$ cat config.mk
export PLATFORM = sky130hd
export DESIGN_NAME = store_stage
export DESIGN_NICKNAME = d
export VERILOG_FILES = /design/src/rtl/store_stage.sv
export SDC_FILE = /design/constraint.sdc
export NUM_CORES = 2
export LEC_CHECK = 0
export BUFFER_PORTS_ARGS = -buffer_cell sky130_fd_sc_hd__buf_2
export CORE_AREA = 10 10 503 505
export DETAILED_ROUTE_END_ITERATION = 10
export DIE_AREA = 0 0 513 515
export GPL_TIMING_DRIVEN = 1
export PLACE_DENSITY = 0.48
export SLEW_MARGIN = 20
export SYNTH_ARGS = -nofsm -noshare
export SYNTH_HDL_FRONTEND = slang
export SYNTH_SLANG_ARGS = --single-unit
$ cat constraint.sdc
create_clock -name clk -period 2.2 [get_ports clk]
set_input_delay 0.44 -clock clk [delete_from_list [all_inputs] [get_ports clk]]
set_output_delay 0.44 -clock clk [all_outputs]
set_load 0.01 [all_outputs]
$ cat src/rtl/store_stage.sv
// store_stage: final pipeline stage. Retires execute-stage packets by
// performing register writes, lane-serial memory loads/stores, fetch
// redirects and halt.
//
//   state         | meaning
//   --------------+------------------------------------------------------
//   ST_IDLE       | ready for a packet; one-cycle ops retire from here
//   ST_MEM_REQ    | request for current lane presented, waiting for ready
//   ST_MEM_WAIT   | load issued for current lane, waiting for response
//   ST_WRITEBACK  | load result (rf write or PC redirect) pulsing
//   ST_HALTED     | HALT retired; nothing accepted until reset
module store_stage #(
  parameter int NUM_LANES = 4,
  parameter int DATA_W    = 64,
  parameter int REG_ID_W  = 5,
  parameter int REG_PC_ID = 31
) (
  input  logic                          clk,
  input  logic                          reset_n,

  input  logic                          in_valid,
  output logic                          in_ready,
  input  logic [2:0]                    in_op,
  input  logic [NUM_LANES-1:0]          in_exec_mask,
  input  logic [DATA_W-1:0]             in_pc,
  input  logic [REG_ID_W-1:0]           in_reg_id,
  input  logic [NUM_LANES*DATA_W-1:0]   in_vec_a,
  input  logic [NUM_LANES*DATA_W-1:0]   in_vec_b,
  input  logic [DATA_W-1:0]             in_target0,
  input  logic [DATA_W-1:0]             in_target1,
  input  logic [NUM_LANES-1:0]          in_mask0,
  input  logic [NUM_LANES-1:0]          in_mask1,

  output logic                          mem_req_valid,
  input  logic                          mem_req_ready,
  output logic                          mem_req_write,
  output logic [DATA_W-1:0]             mem_req_addr,
  output logic [DATA_W-1:0]             mem_req_wdata,
  input  logic                          mem_rsp_valid,
  input  logic [DATA_W-1:0]             mem_rsp_data,

  output logic                          rf_we,
  output logic [REG_ID_W-1:0]           rf_reg_id,
  output logic [NUM_LANES-1:0]          rf_lane_mask,
  output logic [NUM_LANES*DATA_W-1:0]   rf_wdata,

  output logic                          br_valid,
  output logic                          br_two_way,
  output logic [DATA_W-1:0]             br_target0,
  output logic [DATA_W-1:0]             br_target1,
  output logic [NUM_LANES-1:0]          br_mask0,
  output logic [NUM_LANES-1:0]          br_mask1,

  output logic                          halted,
  output logic                          err_bad_op
);

  localparam int VEC_W  = NUM_LANES * DATA_W;
  localparam int LANE_W = (NUM_LANES > 1) ? $clog2(NUM_LANES) : 1;

  localparam logic [2:0] OP_HALT   = 3'd0;
  localparam logic [2:0] OP_JMP    = 3'd1;
  localparam logic [2:0] OP_CJMP   = 3'd2;
  localparam logic [2:0] OP_LOAD   = 3'd3;
  localparam logic [2:0] OP_STORE  = 3'd4;
  localparam logic [2:0] OP_SETREG = 3'd5;

  typedef enum logic [2:0] {
    ST_IDLE,
    ST_MEM_REQ,
    ST_MEM_WAIT,
    ST_WRITEBACK,
    ST_HALTED
  } state_e;

  state_e                 state_q;
  logic                   is_load_q;
  logic [REG_ID_W-1:0]    reg_id_q;
  logic [NUM_LANES-1:0]   mask_q;
  logic [VEC_W-1:0]       vec_a_q;
  logic [VEC_W-1:0]       vec_b_q;
  logic [NUM_LANES-1:0]   rem_q;
  logic [LANE_W-1:0]      lane_q;
  logic [VEC_W-1:0]       buf_q;

  logic                   rf_we_q;
  logic [REG_ID_W-1:0]    rf_reg_id_q;
  logic [NUM_LANES-1:0]   rf_lane_mask_q;
  logic [VEC_W-1:0]       rf_wdata_q;

  logic                   br_valid_q;
  logic                   br_two_way_q;
  logic [DATA_W-1:0]      br_target0_q;
  logic [DATA_W-1:0]      br_target1_q;
  logic [NUM_LANES-1:0]   br_mask0_q;
  logic [NUM_LANES-1:0]   br_mask1_q;

  logic                   halted_q;
  logic                   err_q;

  logic [DATA_W-1:0]      cur_addr;
  logic [DATA_W-1:0]      cur_wdata;
  logic [VEC_W-1:0]       buf_d;
  logic [NUM_LANES-1:0]   rem_d;
  logic [LANE_W-1:0]      first_lane;
  logic [DATA_W-1:0]      pc_target;

  // The PC travels with the packet but retirement never needs it.
  logic unused_pc;
  assign unused_pc = ^in_pc;

  function automatic logic [LANE_W-1:0] low_lane(input logic [NUM_LANES-1:0] m);
    logic [LANE_W-1:0] idx;
    idx = '0;
    for (int i = NUM_LANES - 1; i >= 0; i--) begin
      if (m[i]) idx = LANE_W'(i);
    end
    return idx;
  endfunction

  // Current-lane operand select, lane retirement and load-buffer merge.
  always_comb begin
    cur_addr   = '0;
    cur_wdata  = '0;
    buf_d      = buf_q;
    rem_d      = rem_q;
    pc_target  = '0;
    first_lane = low_lane(mask_q);
    for (int i = 0; i < NUM_LANES; i++) begin
      if (lane_q == LANE_W'(i)) begin
        cur_addr                   = vec_a_q[i*DATA_W +: DATA_W];
        cur_wdata                  = vec_b_q[i*DATA_W +: DATA_W];
        buf_d[i*DATA_W +: DATA_W]  = mem_rsp_data;
        rem_d[i]                   = 1'b0;
      end
    end
    for (int i = 0; i < NUM_LANES; i++) begin
      if (first_lane == LANE_W'(i)) pc_target = buf_d[i*DATA_W +: DATA_W];
    end
  end

  // Packet capture, lane sequencing and registered side-effect outputs.
  always_ff @(posedge clk or negedge reset_n) begin
    if (!reset_n) begin
      state_q        <= ST_IDLE;
      is_load_q      <= 1'b0;
      reg_id_q       <= '0;
      mask_q         <= '0;
      vec_a_q        <= '0;
      vec_b_q        <= '0;
      rem_q          <= '0;
      lane_q         <= '0;
      buf_q          <= '0;
      rf_we_q        <= 1'b0;
      rf_reg_id_q    <= '0;
      rf_lane_mask_q <= '0;
      rf_wdata_q     <= '0;
      br_valid_q     <= 1'b0;
      br_two_way_q   <= 1'b0;
      br_target0_q   <= '0;
      br_target1_q   <= '0;
      br_mask0_q     <= '0;
      br_mask1_q     <= '0;
      halted_q       <= 1'b0;
      err_q          <= 1'b0;
    end else begin
      rf_we_q    <= 1'b0;
      br_valid_q <= 1'b0;
      case (state_q)
        ST_IDLE: begin
          if (in_valid) begin
            is_load_q <= (in_op == OP_LOAD);
            reg_id_q  <= in_reg_id;
            mask_q    <= in_exec_mask;
            vec_a_q   <= in_vec_a;
            vec_b_q   <= in_vec_b;
            rem_q     <= in_exec_mask;
            lane_q    <= low_lane(in_exec_mask);
            buf_q     <= '0;
            case (in_op)
              OP_HALT: begin
                state_q  <= ST_HALTED;
                halted_q <= 1'b1;
              end
              OP_JMP: begin
                br_valid_q   <= 1'b1;
                br_two_way_q <= 1'b0;
                br_target0_q <= in_target0;
                br_target1_q <= '0;
                br_mask0_q   <= in_exec_mask;
                br_mask1_q   <= '0;
              end
              OP_CJMP: begin
                br_valid_q   <= 1'b1;
                br_two_way_q <= 1'b1;
                br_target0_q <= in_target0;
                br_target1_q <= in_target1;
                br_mask0_q   <= in_mask0;
                br_mask1_q   <= in_mask1;
              end
              OP_LOAD, OP_STORE: begin
                // An empty mask retires here with no memory traffic.
                if (|in_exec_mask) state_q <= ST_MEM_REQ;
              end
              OP_SETREG: begin
                if (|in_exec_mask) begin
                  rf_we_q        <= 1'b1;
                  rf_reg_id_q    <= in_reg_id;
                  rf_lane_mask_q <= in_exec_mask;
                  rf_wdata_q     <= in_vec_a;
                end
              end
              default: err_q <= 1'b1;
            endcase
          end
        end
        ST_MEM_REQ: begin
          if (mem_req_ready) begin
            if (is_load_q) begin
              state_q <= ST_MEM_WAIT;
            end else begin
              rem_q  <= rem_d;
              lane_q <= low_lane(rem_d);
              if (rem_d == '0) state_q <= ST_IDLE;
            end
          end
        end
        ST_MEM_WAIT: begin
          if (mem_rsp_valid) begin
            buf_q  <= buf_d;
            rem_q  <= rem_d;
            lane_q <= low_lane(rem_d);
            if (rem_d != '0) begin
              state_q <= ST_MEM_REQ;
            end else begin
              state_q <= ST_WRITEBACK;
              // A load into the PC register becomes a redirect instead.
              if (reg_id_q == REG_ID_W'(REG_PC_ID)) begin
                br_valid_q   <= 1'b1;
                br_two_way_q <= 1'b0;
                br_target0_q <= pc_target;
                br_target1_q <= '0;
                br_mask0_q   <= mask_q;
                br_mask1_q   <= '0;
              end else begin
                rf_we_q        <= 1'b1;
                rf_reg_id_q    <= reg_id_q;
                rf_lane_mask_q <= mask_q;
                rf_wdata_q     <= buf_d;
              end
            end
          end
        end
        ST_WRITEBACK: state_q <= ST_IDLE;
        ST_HALTED:    state_q <= ST_HALTED;
        default:      state_q <= ST_IDLE;
      endcase
    end
  end

  assign in_ready      = (state_q == ST_IDLE);
  assign mem_req_valid = (state_q == ST_MEM_REQ);
  assign mem_req_write = mem_req_valid & ~is_load_q;
  assign mem_req_addr  = cur_addr;
  assign mem_req_wdata = cur_wdata;

  assign rf_we         = rf_we_q;
  assign rf_reg_id     = rf_reg_id_q;
  assign rf_lane_mask  = rf_lane_mask_q;
  assign rf_wdata      = rf_wdata_q;

  assign br_valid      = br_valid_q;
  assign br_two_way    = br_two_way_q;
  assign br_target0    = br_target0_q;
  assign br_target1    = br_target1_q;
  assign br_mask0      = br_mask0_q;
  assign br_mask1      = br_mask1_q;

  assign halted        = halted_q;
  assign err_bad_op    = err_q;

endmodule

# Word level (Yosys, flattened, before mapping)
# Cells that the tools add are included.
[totals]
input_bits = 793
out_inout_bits = 537
wordCells = 192
register_bits = 1193
[op_classes]
muxes = 118
bitwise = 3
n_eq_ne = 29
reduce_logical = 21
[op_table]
columns = ["operator", "n"]
rows = [
  ["$mux W256", 8],
  ["$mux W64", 25],
  ["$pmux W256 S2", 2],
  ["$pmux W64 S2", 3],
  ["$mux W4", 18],
  ["$pmux W4 S2", 5],
  ["$mux W2", 17],
  ["$mux W5", 6],
  ["$mux W1", 19],
  ["$mux W3", 6],
  ["$reduce_and A6 Y1", 3],
  ["$ne A2 B2 Y1 const B", 7],
  ["$pmux W3 S4", 1],
  ["$pmux W4 S3", 1],
  ["$pmux W5 S2", 1],
  ["$eq A3 B2 Y1 const B", 3],
  ["$eq A3 B3 Y1 const B", 3],
  ["$ne A3 B1 Y1 const B", 3],
  ["$reduce_and A3 Y1", 3],
  ["$eq A2 B2 Y1 const B", 4],
  ["$pmux W1 S2", 4],
  ["$reduce_and A7 Y1", 1],
  ["$eq A3 B1 Y1 const B", 2],
  ["$logic_not A3 Y1", 2],
  ["18 further kinds", 24],
]

# Longest topological paths before layout
[depth]
word_depth = 13
ltp_mapped = 11
mapped_depth_nobuf = 5

# Least setup slack after synthesis
# No wires, ideal clock.
[synth_timing]
path_kind = "register to register"
start = "register state_q[1]"
end = "register rf_wdata_q[186], in the netlist rf_wdata[186]"
stages_incl_launch_ff = 9
setup_slack_ns = -0.190
arrival_ns = 2.265
path_buffers = 3
setup_time_ns = 0.125
required_ns = 2.075
period_less_slack_ns = 2.390
cell_sequence = "dfrtp_1 -> buf_2 -> nor3_2 -> nand2_1 -> or4_1 -> o31ai_4 -> buf_4 -> buf_4 -> mux2_2"
[synth_via]
elab_chain_len = 3
word_cells_on_any_way = 11
classes_between = "7 x eq/ne; 1 x mux; 3 x reduce/logical"
[synth_lines]
columns = ["element", "line_no", "rtl"]
rows = [
  ["from (decl)", "76", "state_e state_q;"],
  ["from (signal assigned)", "145", "state_q <= ST_IDLE;"],
  ["from (signal assigned)", "182", "state_q <= ST_HALTED;"],
  ["from (signal assigned)", "203", "if (|in_exec_mask) state_q <= ST_MEM_REQ;"],
  ["$logic_not A3 Y1 *", "--", ""],
  ["named net in_ready", "22", "output logic in_ready,"],
  ["$ne A2 B1 Y1 (no source line) (tied with other cells)", "--", ""],
  ["$reduce_and A7 Y1 (no source line)", "--", ""],
  ["to (signal assigned)", "210", "rf_wdata_q <= in_vec_a;"],
  ["to (signal assigned)", "249", "rf_wdata_q <= buf_d;"],
  ["to (decl)", "89", "logic [VEC_W-1:0] rf_wdata_q;"],
]
# Mark *: on every way through the listed nets, which the timed path passes. The rest lies on a longest branch.
# A chain may end at the register's enable or synchronous reset.

# Worst setup path in the final report
[layout_timing]
start = "register lane_q[0]"
end = "output mem_req_wdata[1]"
[layout_via]
elab_chain_len = 5
word_cells_on_any_way = 8
classes_between = "3 x eq/ne; 4 x mux; 1 x reduce/logical"
[layout_lines]
columns = ["element", "line_no", "rtl"]
rows = [
  ["from (decl)", "83", "logic [LANE_W-1:0] lane_q;"],
  ["from (signal assigned)", "178", "lane_q <= low_lane(in_exec_mask);"],
  ["from (signal assigned)", "223", "lane_q <= low_lane(rem_d);"],
  ["from (signal assigned)", "232", "lane_q <= low_lane(rem_d);"],
  ["$logic_not A2 Y1", "130", "if (lane_q == LANE_W'(i)) begin"],
  ["$mux W64 (3 in series)", "130", ""],
  ["$mux W64 *", "130", ""],
  ["to (decl)", "38", "output logic [DATA_W-1:0] mem_req_wdata,"],
]
# Every way passes the cells marked *; elsewhere a longest branch is shown, timed or not.

==> flow_summary_export.csv <==
group,metric,value,unit
sta,period_minus_slack,2.94,ns
layout,drive_above_1_share,34.3,%
sta,fin_ws,-0.741,ns
power_and_ir_drop,power_leakage,0.0435,uW
synthesis,yosysSeqAreaShare,54.5,%
synthesis,synthCells,5345,
cts,cts_buffers,146,
layout,nNetsFinal,8572,
power_and_ir_drop,ir_worst_vdd,0.000676,V
synthesis,synth-xor-area-share,0.0160,%
route,drt-initial-drc-count,4432,
die,rows,181,
sta,drv_slew,0,
synthesis,synth_compound_area_share,10.4,%
route,drt_first_pass_iters,5,
power_and_ir_drop,combinationalPowerShare,39.7,%
synthesis,synth_top_family_by_area,"multiplexers",
power_and_ir_drop,powerDensity,1120,nW/um^2
synthesis,synth_mux_area_share,16.9,%
sta,tightest_slew,0.946,ns
synthesis,syn_avg_cell_area,10.3,sq um
route,totalWireLength,284000,um
layout,mostFrequentLayoutCells,"nand2_1, dfrtp_1, buf_2",
critical_path,path_cells,"buf_12, buf_16, mux4_2, buf_6",
synthesis,synth_seq_cells,1193,
power_and_ir_drop,seq_power_share,34.0,%
critical_path,cp-end-kind,"output pin",
placed_design,placed_area,70400,sq um
die,fp.dieH,515,um
worst_hold_path,whs_path_depth,5,
status,violations,"setup timing",
status,status,"complete, but fails checks",
route,via_per_inst,4.68,
layout,post-route-util,35.0,%
critical_path,path_max_fanout,11,
critical_path,start_kind,"flop",
cts,cts_root_buf,"clkbuf_16",
sta,max_freq,340,MHz
critical_path,crit_type,"reg2out",
critical_path,critPathSlowestCell,"mux4_2",
layout,area_growth,54.8,%
synthesis,yosysUniqueCellTypes,47,
cts,cts_sinks,1193,
placed_design,dpl.hpwl,212000,um
power_and_ir_drop,swShare,36.2,%
sta,fin_crit_sh,134,%
global_routing,grt_pass1_vias,54500,
global_routing,track_usage,20.6,%
global_routing,grt_max_degree,156,
global_routing,antenna_found_initial,76,
synthesis,yosysTopAreaCell,"dfrtp_1",
synthesis,syn-num-nets,6138,
layout,final_cell_area,84800,sq um
placed_design,place.gp.congestion,0.900,
die,design.die.area,264000,sq um
synthesis,synthAdderAreaFrac,0,%
placed_design,io_buffers,1265,
synthesis,synth-simple-area-share,15.0,%
power_and_ir_drop,p_clk_share,26.3,%
cts,htree_num_levels,4,
power_and_ir_drop,p_sw,34500,uW
cts,clk_latency,0.82,ns
sta,fin_skew,0.0849,ns
critical_path,cpPeakStageDelay,0.62,ns
critical_path,cp.required,1.76,ns
power_and_ir_drop,internal-power,60900,uW
cts,clk_pin_slew,0.06,ns
global_routing,grt_pass1_wl,403000,um
cts,cts_tree,"yes",
sta,rsz0062_at_grt,"yes",
placed_design,place_ws,-0.450,ns
route,drt.antenna.violating_nets,0,
route,wl_per_cell,25.5,um
route,drc_errors,0,
die,start_util,22.6,%
worst_hold_path,hold_path_class,"in2reg",
die,coreArea,243000,sq um
critical_path,r2r_cells,10,
die,pin_count,1330,
synthesis,syn_area,54800,sq um
global_routing,grt_overflow_total,0,
route,vias,52100,
sta,fin_setup_tns,-309.37,ns
run,cap_violations,0,
die,fp.dieW,513,um
sta,setup_viol,590,
critical_path,critPathArrivalTime,2.50,ns
sta,whs,0.0822,ns
sta,hold_viol,0,
layout,final_common_cell,"nand2_1",
synthesis,yosysTopAreaCellShare,54.5,%
synthesis,yosysWarnings,0,
synthesis,synth.area.top_cells,"dfrtp_1, nand2_1, mux2_2, mux4_2, mux2i_1",
sta,timing.slew.headroom,37.0,%
cts,clock_path_buffers,3,
final timing paths:
check	startpoint	end	slack (ns)
worst max-delay path	lane_q[0]	mem_req_wdata[1]	-0.74
worst max register to register	lane_q[1]	rf_wdata[216]	-0.71
worst min-delay path	in_target0[21]	br_target0[21]	0.08
worst min register to register	err_bad_op	err_bad_op	0.46
max in group asynchronous	reset_n	lane_q[1]	1.07
min in group asynchronous	reset_n	vec_a_q[109]	0.12
per-layer routing:
metal,track usage [%],vias to the layer above,wire length [um]
li1,-,23300,-
met1,24.8,26100,112000
met2,35.3,2193,137000
met3,5.13,492,20700
met4,8.45,42,13800
met5,0,-,228
power by group through the flow:
stage	Sequential [uW]	Combinational (uW)	Clock (uW)
5_1_grt	32900	40200	26600
6_report	32400	37800	25100
3_5_place_dp	32600	32800	0
3_3_place_gp	32400	32600	0
2_1_floorplan	31900	14600	0
4_1_cts	32300	38300	25700
synth_stat cells (all sizes together):
cell	n
a31o	1
o2111a	1
o2bb2ai	1
nor3	6
nand2	2069
inv	20
a2bb2oi	2
xor2	1
o31a	1
clkbuf	306
a31oi	1
nor4	1
buf	105
a21boi	1
mux4	128
nor2	63
dfrtp	1193
nand3	1
nor3b	2
a22o	132
or4	2
nand3b	2
o22ai	5
mux2i	277
and2	2
mux2	319
or2	1
or3b	1
o221ai	63
a21oi	84
o31ai	193
a211oi	2
a221o	47
nor2b	5
nor4bb	1
nand2b	7
a2111oi	1
or3	1
o21ai	291
nor4b	1
a21o	5
cells by family (layout without fill, tap and decap cells):
group | count (synthesis) | after routing
AND/OR/NAND/NOR | 2165 | 2165
buffers and inverters | 431 | 2982
AO/OA/AOI/OAI | 831 | 831
multiplexers | 724 | 724
other | 0 | 44
XOR/XNOR | 1 | 1
flip-flops | 1193 | 1193
flip-flops by register name, indices dropped and copies added (netlist names), 2 cells and up:
signal and flops:
lane_q 2, br_target1 64, vec_b_q 256, rem_q 4, state_q 3, buf_q 256
mask_q 4, vec_a_q 256, rf_wdata 256, br_target0 64, reg_id_q 5, br_mask0 4
br_mask1 4, rf_lane_mask 4, rf_reg_id 5
cell type report:
type	count	area, sq um
Fill cell	24100	158000
Sequential cell	1193	29900
Multi-Input combinational cell	3721	23700
Timing Repair Buffer	2697	22100
Clock buffer	208	4160
Tap cell	3202	4010
Clock inverter	57	817
Antenna cell	44	110
Inverter	20	75.1
timing repair:
item	in CTS	in global routing
gates cloned	28	1
hold endpoints to repair	1454	0
endpoints found under the setup margin	533	668
pin swaps	2	1
resized for setup	235	16
setup buffers	40	6
hold buffers	695	0
stage by stage:
| stage | cells | total power, uW |
|---|---|---|
| global route | 11100 | 99700 |
| global placement | 10100 | 65000 |
| detailed placement | 10100 | 65400 |
| floorplan | 5345 | 46500 |
| CTS | 11100 | 96300 |
| finish | 11100 | 95300 |
critical path: cells and delay by family (launching register included):
| kind | cells | cell delay (ns) |
|---|---|---|
| buf+inv | 3 | 0.60 |
| flops | 1 | 0.46 |
| mux | 1 | 0.62 |
Power figures use the tool's default switching activity.
